--- src/rtl/ps2_host_tx.sv ---
// PS/2 host-to-device transmitter: inhibit, request-to-send, shift out
// one byte with odd parity, check the device ack, guarded by a watchdog.
module ps2_host_tx #(
  parameter int INHIBIT_CYCLES = 12000,
  parameter int TIMEOUT_CYCLES = 1500000
) (
  input  logic       clk,
  input  logic       rst,
  input  logic [7:0] tx_data,
  input  logic       tx_valid,
  output logic       tx_ready,
  input  logic       ps2_clk,
  input  logic       ps2_data,
  output logic       ps2_clk_oe,
  output logic       ps2_data_oe,
  output logic       busy,
  output logic       tx_done,
  output logic       tx_err
);

  localparam int IW = $clog2(INHIBIT_CYCLES + 1);
  localparam int WW = $clog2(TIMEOUT_CYCLES + 1);

  typedef enum logic [2:0] {
    IDLE,
    INHIBIT,
    REQ,
    SEND,
    ACK,
    WAIT_IDLE
  } state_t;

  state_t        state;
  logic [2:0]    clk_sync;
  logic [1:0]    data_sync;
  logic [9:0]    shreg;
  logic [3:0]    bit_cnt;
  logic [IW-1:0] inh_cnt;
  logic [WW-1:0] wd_cnt;

  logic fall;
  logic clk_s;
  logic data_s;
  logic inh_last;
  logic wd_on;
  logic wd_fire;

  assign fall     = !clk_sync[1] && clk_sync[2];
  assign clk_s    = clk_sync[1];
  assign data_s   = data_sync[1];
  assign inh_last = inh_cnt == IW'(INHIBIT_CYCLES - 1);
  assign wd_on    = state inside {SEND, ACK, WAIT_IDLE};
  assign wd_fire  = wd_on && !fall &&
                    (wd_cnt == WW'(TIMEOUT_CYCLES - 1));

  // Idle PS/2 lines are pulled up, so synchronisers reset high.
  always_ff @(posedge clk or negedge rst) begin
    if (!rst) begin
      clk_sync  <= '1;
      data_sync <= '1;
    end else begin
      clk_sync  <= {clk_sync[1:0], ps2_clk};
      data_sync <= {data_sync[0], ps2_data};
    end
  end

  always_ff @(posedge clk or negedge rst) begin
    if (!rst) begin
      state       <= IDLE;
      shreg       <= '0;
      bit_cnt     <= '0;
      inh_cnt     <= '0;
      wd_cnt      <= '0;
      ps2_clk_oe  <= 1'b0;
      ps2_data_oe <= 1'b0;
      busy        <= 1'b0;
      tx_done     <= 1'b0;
      tx_err      <= 1'b0;
      tx_ready    <= 1'b1;
    end else begin
      tx_done <= 1'b0;
      tx_err  <= 1'b0;
      if (!wd_on || fall) wd_cnt <= '0;
      else                wd_cnt <= wd_cnt + WW'(1);

      if (wd_fire) begin
        ps2_clk_oe  <= 1'b0;
        ps2_data_oe <= 1'b0;
        tx_err      <= 1'b1;
        busy        <= 1'b0;
        wd_cnt      <= '0;
        state       <= IDLE;
      end else begin
        unique case (state)
          IDLE: begin
            tx_ready    <= 1'b1;
            inh_cnt     <= '0;
            ps2_clk_oe  <= 1'b0;
            ps2_data_oe <= 1'b0;
            if (tx_valid && tx_ready) begin
              shreg      <= {1'b1, ~^tx_data, tx_data};
              busy       <= 1'b1;
              tx_ready   <= 1'b0;
              ps2_clk_oe <= 1'b1;
              state      <= INHIBIT;
            end
          end
          INHIBIT: begin
            if (inh_last) begin
              ps2_data_oe <= 1'b1;
              state       <= REQ;
            end else begin
              inh_cnt <= inh_cnt + IW'(1);
            end
          end
          REQ: begin
            ps2_clk_oe <= 1'b0;
            bit_cnt    <= '0;
            state      <= SEND;
          end
          SEND: begin
            if (fall) begin
              ps2_data_oe <= ~shreg[0];
              shreg       <= {1'b1, shreg[9:1]};
              bit_cnt     <= bit_cnt + 4'd1;
              if (bit_cnt == 4'd9) state <= ACK;
            end
          end
          ACK: begin
            if (fall) begin
              if (!data_s) begin
                state <= WAIT_IDLE;
              end else begin
                tx_err <= 1'b1;
                busy   <= 1'b0;
                state  <= IDLE;
              end
            end
          end
          WAIT_IDLE: begin
            if (clk_s && data_s) begin
              tx_done <= 1'b1;
              busy    <= 1'b0;
              state   <= IDLE;
            end
          end
          default: state <= IDLE;
        endcase
      end
    end
  end

endmodule
--- config.mk ---
export PLATFORM = sky130hd
export DESIGN_NAME = ps2_host_tx
export DESIGN_NICKNAME = d
export VERILOG_FILES = /design/src/rtl/ps2_host_tx.sv
export SDC_FILE = /design/constraint.sdc
export NUM_CORES = 1
export LEC_CHECK = 0
export BUFFER_PORTS_ARGS = -buffer_cell sky130_fd_sc_hd__buf_2
export CORE_UTILIZATION = 55
export CTS_BUF_LIST = sky130_fd_sc_hd__clkbuf_8 sky130_fd_sc_hd__clkbuf_16
export DETAILED_ROUTE_END_ITERATION = 8
export GPL_ROUTABILITY_DRIVEN = 0
export PLACE_DENSITY = 0.76
export SLEW_MARGIN = 40
export SYNTH_ARGS = -nofsm -noshare
export SYNTH_HDL_FRONTEND = slang
export SYNTH_SLANG_ARGS = --single-unit
--- constraint.sdc ---
create_clock -name clk -period 3.7 [get_ports clk]
set_input_delay 0.74 -clock clk [delete_from_list [all_inputs] [get_ports clk]]
set_output_delay 0.74 -clock clk [all_outputs]
set_load 0.02 [all_outputs]
==> impl_metrics.ini <==
[status]
outcome = finished clean

[cts]
post_cts_buffers = 0
clkLatencyLatePin_ps = 340
cts_htree_levels = 3
cts_resized = 0
cts-root-buf = clkbuf_8
cts_hold_buf = 0
clock_sinks = 63
cts_tree = built
cts_buffers = 9
clk_pin_slew_worst_paths_ps = 80
clockBufferDepth = 2

[setup_path]
end_kind = register
r2r_slack_ps = 1360
worstPathMaxFanout = 19
crit_family = simple AND/OR/NAND/NOR gates
rr_worst_depth = 5
cp.buffers_inverters = 0
cp-start-kind = register
r2r_start = state[0]
startpoint = state[0]
cp_cell_sequence = and3b_1 -> o21ai_1 -> nor3_4 -> o22ai_1 -> a22o_1
critPathArrivalTime_ps = 2570
criticalPathCategory = reg -> reg
max_stage_delay_ps = 680
crit_required_ps = 3940
critical-path-slowest-cell = dfrtp_1
timing.rr.end = state[1]

[final_layout]
layout-area-overhead-vs-synth_pct = 12.4
diodes = 0
drive_gt1_share_pct = 15.4
final_area_sq_mm = 0.00354
nets = 363
stdcell_count = 423

[sta]
fin_crit_ps = 2340
skew_ps = 10.3
worstMarginPinSlew_ps = 791
hold_viol_final = 0
relSlewSlack_pct = 47.2
setup_violations = 0
slew_violations = 0
rsz0062_at_grt = false
fin_tns_setup_ps = 0
period_share_pct = 63.1
fin_ws_ps = 1360
fmax_ghz = 0.428

[worst_hold_path]
hp-class = reg -> reg
hp-start = data_sync[0]
whs_path_depth = 0
min_to = data_sync[1]

[placement]
io_buffers = 18
dp_cells = 407
dp_hpwl_um = 4180
post_dp_cell_area_sq_mm = 0.00330
dp_slack_ps = 1380

[synth]
synth_cells = 324
ys.warnings.count = 0
yosysMostFrequentCell = dfrtp_1
synthArstFlopShare_pct = 100
synth_nets = 341
yosysSeqAreaShare_pct = 50.3
netlist_area_sq_mm = 0.00315
netlist.area_leader.share_pct = 45.3
synthTopCellsByCount = 57 x dfrtp_1, 53 x nor2_1, 27 x nand3_1, 21 x xor2_1, 20 x nand2_1
synth_edf_count = 0
yosys-top-cells-area = dfrtp_1 45%, nor2_1 6.3%, xor2_1 5.8%
synth_ff_type = dfrtp_1
synth_area_per_cell_sq_um = 9.71
synth_cell_types = 44
yosys.area.top_type = dfrtp_1
ys_ff_latch = 63

[floorplan]
die_x_um = 77.6
die_h_um = 77.6
dieArea_sq_mm = 0.00603
rows = 27
core_sq_mm = 0.00551
io_pins = 19
start_util_pct = 57.1

[grt]
grt_pass1_wl_um = 10900
grt_max_degree = 34
gr-total-overflow = 0
antenna_found_initial = 0
grt_usage_pct = 23.0
first_global_vias = 2458

[detailed_routing]
firstDrtPassIters = 4
wirelength_um = 6170
drc = 0
post_drt_wl_per_cell_um = 14.6
dr_total_vias = 2388
viasPerCell = 5.65
final_antenna_net_count = 0
drt_iter0_drc = 186

[run]
maxCapViolations = 0

[power]
p_leak_nw = 1.51
ir_worst_vdd_uv = 476
powerDensity_mw_per_mm2 = 617
[worst max path at each step]
stage,end,depth (start not counted)
floorplan,state[1],6
global placement,state[1],5
detailed placement,state[1],5
CTS,state[1],5
global route,state[1],5
finish,state[1],5
[sequential cells by signal, indices dropped and copies added, names as in the netlist]
register and count:
shreg 10, ps2_clk_oe 1, busy 1, wd_cnt 21
bit_cnt 4, inh_cnt 14, state 3, ps2_data_oe 1
tx_ready 1, clk_sync 3, tx_err 1, data_sync 2
tx_done 1
[where the power goes]
| group | switching, mW | internal [mW] |
|---|---|---|
| logic | 0.351 | 0.226 |
| registers | 0.138 | 0.812 |
| clock network | 0.275 | 0.380 |
[placed cells by master, fill, tap and decap left out, types with 3 or more instances in the layout]
master	instances
ha_1	4
buf_4	3
nor2_1	53
o21ai_0	12
nor2b_1	3
clkbuf_8	9
xor2_1	21
nor3_1	4
nand4_1	13
xnor2_1	14
nand2_1	20
mux2i_1	11
buf_2	18
dfrtp_1	57
dfstp_2	6
inv_1	6
a21oi_1	18
a22o_1	3
and3_1	8
nand3_1	27
[through the flow]
step | power [mW] | utilization, % | hold WS, ps
after floorplan | 1.38 | - | 345
after global placement | 1.51 | 60.0 | 346
after detailed placement | 1.53 | 60.0 | 348
after CTS | 2.19 | 64.0 | 359
after global routing | 2.32 | 64.2 | 365
final | 2.18 | 64.2 | 357
[kinds of logic (layout without fill, tap and decap cells)]
group	Yosys count	after routing	share of synthesized area [%]
and+or+nand+nor	151	151	24.4
DFF	63	63	50.3
AOI/OAI and AO/OA	44	44	8.27
xor gates and xnor gates	35	35	9.74
buffers and inverters	16	43	2.15
muxes	11	11	3.50
adders and majority gates	4	4	1.59
[final cells by class]
| class | instances | area (sq um) |
|---|---|---|
| inverters | 6 | 22.5 |
| multi-input cells | 245 | 1510 |
| fillers | 437 | 1970 |
| clock inverters | 7 | 97.6 |
| well taps | 72 | 90.1 |
| flip-flops and latches | 63 | 1580 |
| repair buffers | 21 | 113 |
| clock buffers | 9 | 124 |
[layer usage]
layer  vias up  track usage, %  wire length, um
met5         -               0                0
met4         0            8.49               99
met2        46            37.9             3030
met1      1153            28.3             2810
li1       1177               -                -
met3        12            7.41              237
Power figures use the tool's default switching activity.
